### src/rtl/string_match_pkg.sv
// Shared definitions for the streaming multi-pattern string matcher.
// Contents:
//   CHAR_W, DELIM  character width and the word delimiter (space)
//   MAX_LEN        pattern/window depth in characters
//   LEN_W, POS_W   widths of a length (0..MAX_LEN) and a character position
//   pat_entry_t    one pattern table entry {len, chars[MAX_LEN]}
//   rotl1()        width-generic rotate-left-by-one used by the rolling hash
package string_match_pkg;

    localparam int CHAR_W  = 8;
    localparam logic [CHAR_W-1:0] DELIM = 8'h20;
    localparam int MAX_LEN = 8;
    localparam int LEN_W   = $clog2(MAX_LEN + 1);
    localparam int POS_W   = $clog2(MAX_LEN);

    // chars[0] is the first character of the pattern in arrival order.
    typedef struct packed {
        logic [LEN_W-1:0]                  len;
        logic [MAX_LEN-1:0][CHAR_W-1:0]    chars;
    } pat_entry_t;

    // Rotate the low w bits of v left by one.  v must already be zero above
    // bit w-1; the result is masked to w bits.  w must be in 1..63.
    function automatic logic [63:0] rotl1(input logic [63:0] v, input int w);
        logic [63:0] mask;
        mask = (64'd1 << w) - 64'd1;
        return ((v << 1) | (v >> (w - 1))) & mask;
    endfunction

endpackage

### src/rtl/string_pat_slice.sv
// One pattern lane of the multi-pattern matcher.
// Holds the pattern table entry, compares it against the next-state window,
// registers the hit as a one-cycle match pulse and keeps a saturating counter.
// Ports:
//   clk, rst_n    clock, asynchronous active-low reset
//   cfg_we        write strobe already qualified for this lane
//   cfg_pos       character position to write (0 = first char)
//   cfg_char      character to store
//   cfg_len       pattern length (already clamped to MAX_LEN)
//   in_valid      a character is accepted this cycle
//   window_next   window after this cycle's shift, index 0 = newest char
//   fill_next     number of valid chars in window_next (0 after a delimiter)
//   match         registered hit pulse
//   hit_count     saturating hit counter
module string_pat_slice
    import string_match_pkg::*;
#(
    parameter int CNT_W = 4
) (
    input  logic                            clk,
    input  logic                            rst_n,
    input  logic                            cfg_we,
    input  logic [POS_W-1:0]                cfg_pos,
    input  logic [CHAR_W-1:0]               cfg_char,
    input  logic [LEN_W-1:0]                cfg_len,
    input  logic                            in_valid,
    input  logic [MAX_LEN-1:0][CHAR_W-1:0]  window_next,
    input  logic [LEN_W-1:0]                fill_next,
    output logic                            match,
    output logic [CNT_W-1:0]                hit_count
);

    pat_entry_t         pat_q, pat_d;
    logic               match_q, match_d;
    logic [CNT_W-1:0]   cnt_q, cnt_d;
    logic               eq;

    always_comb begin
        // The compare uses pat_q, so a write in the same cycle only takes
        // effect from the next character on.
        eq = 1'b1;
        for (int i = 0; i < MAX_LEN; i++) begin
            // Pattern char i pairs with the window slot (len-1-i) because
            // slot 0 holds the newest character.
            if (i < int'(pat_q.len)) begin
                if (window_next[POS_W'(int'(pat_q.len) - 1 - i)] != pat_q.chars[i]) begin
                    eq = 1'b0;
                end
            end
        end

        match_d = in_valid && (pat_q.len != '0) && (fill_next >= pat_q.len) && eq;

        cnt_d = cnt_q;
        if (match_d && (cnt_q != '1)) begin
            cnt_d = cnt_q + CNT_W'(1);
        end

        pat_d = pat_q;
        if (cfg_we) begin
            pat_d.chars[cfg_pos] = cfg_char;
            pat_d.len            = cfg_len;
        end
    end

    always_ff @(posedge clk or negedge rst_n) begin
        if (!rst_n) begin
            pat_q   <= '0;
            match_q <= 1'b0;
            cnt_q   <= '0;
        end else begin
            pat_q   <= pat_d;
            match_q <= match_d;
            cnt_q   <= cnt_d;
        end
    end

    assign match     = match_q;
    assign hit_count = cnt_q;

endmodule

### src/rtl/string_matcher_multi.sv
// Streaming multi-pattern string detector with a rolling word hash.
// Accepts one character per in_valid cycle and flags every occurrence
// (overlaps included) of NUM_PAT programmable patterns.  A delimiter
// character ends the current word: fill and hash restart from zero, so no
// pattern can match across it.
// Ports:
//   clk, rst_n    clock, asynchronous active-low reset
//   in_valid      character qualifier
//   in_char       input character
//   cfg_we        pattern table write strobe
//   cfg_pat       pattern index to write
//   cfg_pos       character position (0 = first char)
//   cfg_char      character stored at cfg_pos
//   cfg_len       pattern length written with the character (>MAX_LEN clamps)
//   match         one-cycle pulse per pattern hit, latency 1
//   match_any     OR of match
//   hash_out      rolling hash of all characters of the current word
//   hit_count     saturating counters, pattern 0 in the LSBs
// Window depth (MAX_LEN), CHAR_W and DELIM come from string_match_pkg.
module string_matcher_multi
    import string_match_pkg::*;
#(
    parameter int NUM_PAT = 2,
    parameter int HASH_W  = 8,
    parameter int CNT_W   = 4,
    localparam int PAT_W  = (NUM_PAT > 1) ? $clog2(NUM_PAT) : 1
) (
    input  logic                        clk,
    input  logic                        rst_n,
    input  logic                        in_valid,
    input  logic [CHAR_W-1:0]           in_char,
    input  logic                        cfg_we,
    input  logic [PAT_W-1:0]            cfg_pat,
    input  logic [POS_W-1:0]            cfg_pos,
    input  logic [CHAR_W-1:0]           cfg_char,
    input  logic [LEN_W-1:0]            cfg_len,
    output logic [NUM_PAT-1:0]          match,
    output logic                        match_any,
    output logic [HASH_W-1:0]           hash_out,
    output logic [NUM_PAT*CNT_W-1:0]    hit_count
);

    // Slot 0 is the newest character; a shift moves older chars upward.
    logic [MAX_LEN-1:0][CHAR_W-1:0] window_q, window_d;
    logic [LEN_W-1:0]               fill_q, fill_d;
    logic [HASH_W-1:0]              hash_q, hash_d;
    logic [LEN_W-1:0]               cfg_len_c;

    always_comb begin
        window_d = window_q;
        fill_d   = fill_q;
        hash_d   = hash_q;
        if (in_valid) begin
            if (in_char == DELIM) begin
                fill_d = '0;
                hash_d = '0;
            end else begin
                window_d = {window_q[MAX_LEN-2:0], in_char};
                if (fill_q < LEN_W'(MAX_LEN)) begin
                    fill_d = fill_q + LEN_W'(1);
                end
                hash_d = HASH_W'(rotl1(64'(hash_q), HASH_W)) ^ HASH_W'(in_char);
            end
        end
    end

    always_ff @(posedge clk or negedge rst_n) begin
        if (!rst_n) begin
            window_q <= '0;
            fill_q   <= '0;
            hash_q   <= '0;
        end else begin
            window_q <= window_d;
            fill_q   <= fill_d;
            hash_q   <= hash_d;
        end
    end

    assign cfg_len_c = (cfg_len > LEN_W'(MAX_LEN)) ? LEN_W'(MAX_LEN) : cfg_len;

    for (genvar g = 0; g < NUM_PAT; g++) begin : g_slice
        string_pat_slice #(
            .CNT_W (CNT_W)
        ) u_slice (
            .clk         (clk),
            .rst_n       (rst_n),
            .cfg_we      (cfg_we && (cfg_pat == PAT_W'(g))),
            .cfg_pos     (cfg_pos),
            .cfg_char    (cfg_char),
            .cfg_len     (cfg_len_c),
            .in_valid    (in_valid),
            .window_next (window_d),
            .fill_next   (fill_d),
            .match       (match[g]),
            .hit_count   (hit_count[g*CNT_W +: CNT_W])
        );
    end

    assign match_any = |match;
    assign hash_out  = hash_q;

endmodule
### config.mk
export PLATFORM = sky130hd
export DESIGN_NAME = string_matcher_multi
export DESIGN_NICKNAME = d
export VERILOG_FILES = /design/src/rtl/string_match_pkg.sv /design/src/rtl/string_pat_slice.sv /design/src/rtl/string_matcher_multi.sv
export SDC_FILE = /design/constraint.sdc
export NUM_CORES = 1
export LEC_CHECK = 0
export ABC_AREA = 1
export CELL_PAD_IN_SITES_DETAIL_PLACEMENT = 0
export CELL_PAD_IN_SITES_GLOBAL_PLACEMENT = 1
export CORE_UTILIZATION = 40
export CTS_BUF_LIST = sky130_fd_sc_hd__clkbuf_16
export DETAILED_ROUTE_END_ITERATION = 10
export HOLD_SLACK_MARGIN = 0.03
export PLACE_DENSITY = 0.82
export SLEW_MARGIN = 5
export SYNTH_ARGS = -nofsm -noshare
export SYNTH_HDL_FRONTEND = slang
export SYNTH_SLANG_ARGS = --single-unit
### constraint.sdc
create_clock -name clk -period 3.6 [get_ports clk]
set_input_delay 0.54 -clock clk [delete_from_list [all_inputs] [get_ports clk]]
set_output_delay 0.54 -clock clk [all_outputs]
set_load 0.05 [all_outputs]
==> impl_table.tex <==
\begin{tabular}{lr}
\hline
Metric & Value \\
\hline
\multicolumn{2}{l}{\textbf{Outcome}} \\
\quad Outcome & finished, final reports clean \\
\multicolumn{2}{l}{\textbf{GRT}} \\
\quad Number of global-route vias before repair & around 18000 \\
\quad Remaining global-route overflow & 0 \\
\quad Global-route wire length before repair & 113.4 mm \\
\quad Total track usage & between 30\% and 40\% \\
\quad Maximum number of pins on one net before global-route repair & 75 \\
\quad Number of antenna violations at the first check in global routing & 2 \\
\multicolumn{2}{l}{\textbf{Pwr}} \\
\quad Power density over the cells & between 600 and 700 nW/um\^{}2 \\
\quad Fraction of power spent switching nets & 46.09\% \\
\quad Internal power & 0.006740 W \\
\quad Total power & approximately 0.013 W \\
\quad Clock network fraction of total power & about 23\% \\
\quad Static Leakage & $\sim$11 nW \\
\quad Power share of the combinational group & 51.2\% \\
\quad Part of the total power dissipated in sequential elements & 26.4\% \\
\quad Max rail drop VDD & 0.0004138 V \\
\quad Net switching power & 0.005763 W \\
\multicolumn{2}{l}{\textbf{Timing}} \\
\quad Maximum clock rate & approximately 290 MHz \\
\quad Tcrit/Tclk final & 95.48\% \\
\quad Count of pins over their slew limit & 0 \\
\quad Crit path time final & $\sim$3.4 ns \\
\quad Hold Fails Final Rpt & 0 \\
\quad Slew margin rel. & 36.23\% \\
\quad Unrepaired setup endpoints after global routing & false \\
\quad Transition time of the tightest slew-check pin & between 0.9 and 1 ns \\
\quad Setup\_tns & 0 ns \\
\quad Setup violation total in the final timing report & 0 \\
\quad Worst clock skew & $\sim$0.023 ns \\
\multicolumn{2}{l}{\textbf{Die}} \\
\quad Die extent in y & around 210 um \\
\quad Row count & between 70 and 80 \\
\quad Initial Utilization & between 40\% and 50\% \\
\quad Overall die width & $\sim$210 um \\
\quad Number of top-level design ports & 47 \\
\quad Area enclosed by the die boundary & approximately 43000 um\^{}2 \\
\quad Placeable core region & 41950 um\^{}2 \\
\multicolumn{2}{l}{\textbf{Worst setup path}} \\
\quad Largest delay share family, worst path & simple AND/OR/NAND/NOR gates \\
\quad Startpoint type of the worst setup path & input pin \\
\quad Origin of the critical flop-to-flop path & g\_slice[1].u\_slice.pat\_q[65]\$\_DFFE\_PN0P\_ \\
\quad Largest fanout on the critical path & 27 \\
\quad Critical path's slowest cell & sky130\_fd\_sc\_hd\_\_clkdlybuf4s50\_1 \\
\quad Library cell appearing most often on the critical path & sky130\_fd\_sc\_hd\_\_nand2\_1 \\
\quad CP Capture Type & flip-flop \\
\quad Critical R2R Capture & g\_slice[1].u\_slice.hit\_count[0]\$\_DFFE\_PN0P\_ \\
\quad Setup slack on the worst flop-to-flop path & between 0.2 and 0.25 ns \\
\quad Worst endpoint data arrival time & around 4 ns \\
\quad Buffers \& Inverters on Critical Path & 6 \\
\quad Worst setup path class & in -> reg \\
\quad Biggest cell delay along the critical path & around 0.47 ns \\
\quad Worst Reg2Reg Path Length in Cells & 18 \\
\quad Data required time of the worst path & slightly above 4 ns \\
\multicolumn{2}{l}{\textbf{CTS}} \\
\quad Clock tree from TritonCTS & built \\
\quad TritonCTS sink count & 222 \\
\quad Root Driver & sky130\_fd\_sc\_hd\_\_clkbuf\_16 \\
\quad Maximum buffer depth of the clock tree & 3 \\
\quad Cts bufs inserted & 28 \\
\quad Number of levels in the clock H-tree & 1 \\
\quad Clk pin slew, worst setup/hold paths & 0.06 ns \\
\quad Worst-skew pair later-pin latency & a little under 0.6 ns \\
\multicolumn{2}{l}{\textbf{Place}} \\
\quad Placed cell count & between 3000 and 4000 \\
\quad Sum of net half-perimeters after detailed placement & 58.38 mm \\
\quad Total of buffers placed on input and output ports & 46 \\
\quad Cell area reported after detailed placement & between 15000 and 20000 um\^{}2 \\
\quad Final RePlAce weighted congestion & 1.037 \\
\multicolumn{2}{l}{\textbf{Route}} \\
\quad Number of remaining DRC errors & 0 \\
\quad Via count of the routed design & 19720 \\
\quad Via density per instance & $\sim$5.6 \\
\quad Drt first-iter violations & 2376 \\
\quad Final antenna-violating net count & 0 \\
\quad Avg WL per Cell & approximately 22 um \\
\quad Initial DRT Pass Iterations & 8 \\
\quad Final routed wirelength across all metal layers & around 76 mm \\
\multicolumn{2}{l}{\textbf{Cells and area}} \\
\quad Most common cell after layout, fill and taps aside & sky130\_fd\_sc\_hd\_\_nand2\_1 \\
\quad Layout Cell Area excl Fill & 20450 um\^{}2 \\
\quad Layout cell share with drive strength beyond 1 & 10.04\% \\
\quad Most frequent cells in the layout & sky130\_fd\_sc\_hd\_\_nand2\_1, sky130\_fd\_sc\_hd\_\_nand3\_1, sky130\_fd\_sc\_hd\_\_dfrtp\_1, sky130\_fd\_sc\_hd\_\_inv\_1, sky130\_fd\_sc\_hd\_\_buf\_4 \\
\quad Filler-free cell count of the finished design & between 3000 and 4000 \\
\quad Layout overhead on the synthesized area & 20.25\% \\
\quad Total Nets Final & about 3000 \\
\multicolumn{2}{l}{\textbf{Synthesis}} \\
\quad Post-Syn Nets & approximately 2800 \\
\quad Distinct cells, synth & 37 \\
\quad Fraction of registers with async set/reset & 100.0\% \\
\quad Most instantiated flip-flop cell in the synthesis netlist & sky130\_fd\_sc\_hd\_\_dfrtp\_1 \\
\quad Post-synth EDFFs & 0 \\
\quad Yosys warning total & 0 \\
\quad Post-synthesis cell area & 17000 um\^{}2 \\
\quad Post-synthesis sequential element count & between 200 and 250 \\
\quad Post-synthesis instance total & between 2000 and 3000 \\
\quad Part of the Yosys area used for sequential elements & between 30\% and 40\% \\
\quad Post-synthesis average cell area & $\sim$6.1 um\^{}2 \\
\multicolumn{2}{l}{\textbf{Hold path}} \\
\quad Worst min-delay path class & in -> async \\
\multicolumn{2}{l}{\textbf{Run}} \\
\quad Number of max-cap violations & 0 \\
\hline
\end{tabular}
[worst max-delay path by stage]
stage	cells past startpoint	end	start	slack [ns]
final	28	g_slice[1].u_slice.hit_count[0]$_DFFE_PN0P_	in_char[4]	0.16
after global routing	28	g_slice[1].u_slice.hit_count[2]$_DFFE_PN0P_	in_char[1]	0.02
after CTS	19	g_slice[1].u_slice.hit_count[0]$_DFFE_PN0P_	g_slice[1].u_slice.pat_q[65]$_DFFE_PN0P_	0.05
after detailed placement	25	g_slice[1].u_slice.hit_count[0]$_DFFE_PN0P_	in_char[5]	-0.41
after global placement	26	g_slice[1].u_slice.hit_count[0]$_DFFE_PN0P_	in_char[4]	-0.40
after floorplan	25	g_slice[1].u_slice.hit_count[0]$_DFFE_PN0P_	g_slice[1].u_slice.pat_q[64]$_DFFE_PN0P_	0.17
[final cells by class]
cell class | instances | area, um^2
clock buffer | 29 | 725.7
fill | 4414 | 21500
inverter | 227 | 859.6
multi-input combinational | 2219 | 10030
timing repair buffer | 257 | 2429
antenna | 2 | 5.005
clock inverter | 23 | 161.4
tap | 539 | 674.4
sequential | 222 | 5558
[layer usage]
layer	global-route usage [%]	vias to the layer above	part of all wire [%]
met2	55.67	872	45
met1	49.23	9315	43
met3	3.713	125	8.0
met5	0	-	0
li1	-	9403	-
met4	13.18	0	3.8
[flip-flops by register name, summed over array words and instances, names as in the netlist]
register	count
fill_q	4
g_slice.u_slice.hit_count	8
g_slice.u_slice.match	2
g_slice.u_slice.pat_q	136
hash_out	8
window_q	64
[through the flow]
stage / utilization (%) / setup WS [ns] / hold WS [ns]
global route: 48.73 / 0.01513 / 0.5183
floorplan: - / 0.1732 / 0.2444
global placement: 46.23 / -0.4001 / 0.4817
CTS: 48.38 / 0.05365 / 0.4646
finish: 48.75 / 0.1627 / 0.4870
detailed placement: 46.23 / -0.4066 / 0.4859
[synthesized netlist by cell type, types with 6 or more instances]
cell type	instances	area (um^2)
sky130_fd_sc_hd__inv_1	215	807.0
sky130_fd_sc_hd__nor2_1	64	240.2
sky130_fd_sc_hd__o22ai_1	6	37.54
sky130_fd_sc_hd__ha_1	16	200.2
sky130_fd_sc_hd__clkbuf_1	64	240.2
sky130_fd_sc_hd__xnor2_1	10	87.58
sky130_fd_sc_hd__xor2_1	9	78.83
sky130_fd_sc_hd__nand3_1	680	3403
sky130_fd_sc_hd__a21oi_1	10	50.05
sky130_fd_sc_hd__nand3b_1	43	322.8
sky130_fd_sc_hd__buf_2	28	140.1
sky130_fd_sc_hd__nand4_1	19	118.9
sky130_fd_sc_hd__dfrtp_1	222	5555
sky130_fd_sc_hd__buf_1	32	120.1
sky130_fd_sc_hd__buf_4	7	52.55
sky130_fd_sc_hd__o21ai_0	150	750.7
sky130_fd_sc_hd__nand2_1	1181	4433
sky130_fd_sc_hd__inv_2	8	30.03
[cell families after synthesis]
kind of cell               count (synthesis)  synth area share (%)
adders and majority gates                 16                 1.177
DFF                                      222                 32.67
and+or+nand+nor                         2007                 50.88
AOI/OAI and AO/OA                        174                 5.261
xor gates and xnor gates                  22                 1.332
buffers and inverters                    364                 8.683
[power by group through the flow]
stage | Combinational [W] | Sequential (W) | Clock, W
6_report | 0.00640 | 0.00329 | 0.00281
5_1_grt | 0.00708 | 0.00335 | 0.00295
4_1_cts | 0.00624 | 0.00329 | 0.00285
3_5_place_dp | 0.00621 | 0.00333 | 0
3_3_place_gp | 0.00615 | 0.00331 | 0
2_1_floorplan | 0.00390 | 0.00332 | 0
[repair_timing]
item	4_1_cts	5_1_grt
hold buffers	1	0
resized for setup	1	18
setup endpoints to repair	1	8
endpoints found under the hold margin	59	0
pin swaps	0	0
buffers inserted	0	3
gates cloned	0	2
No activity file was read; power rests on OpenSTA's default activity.
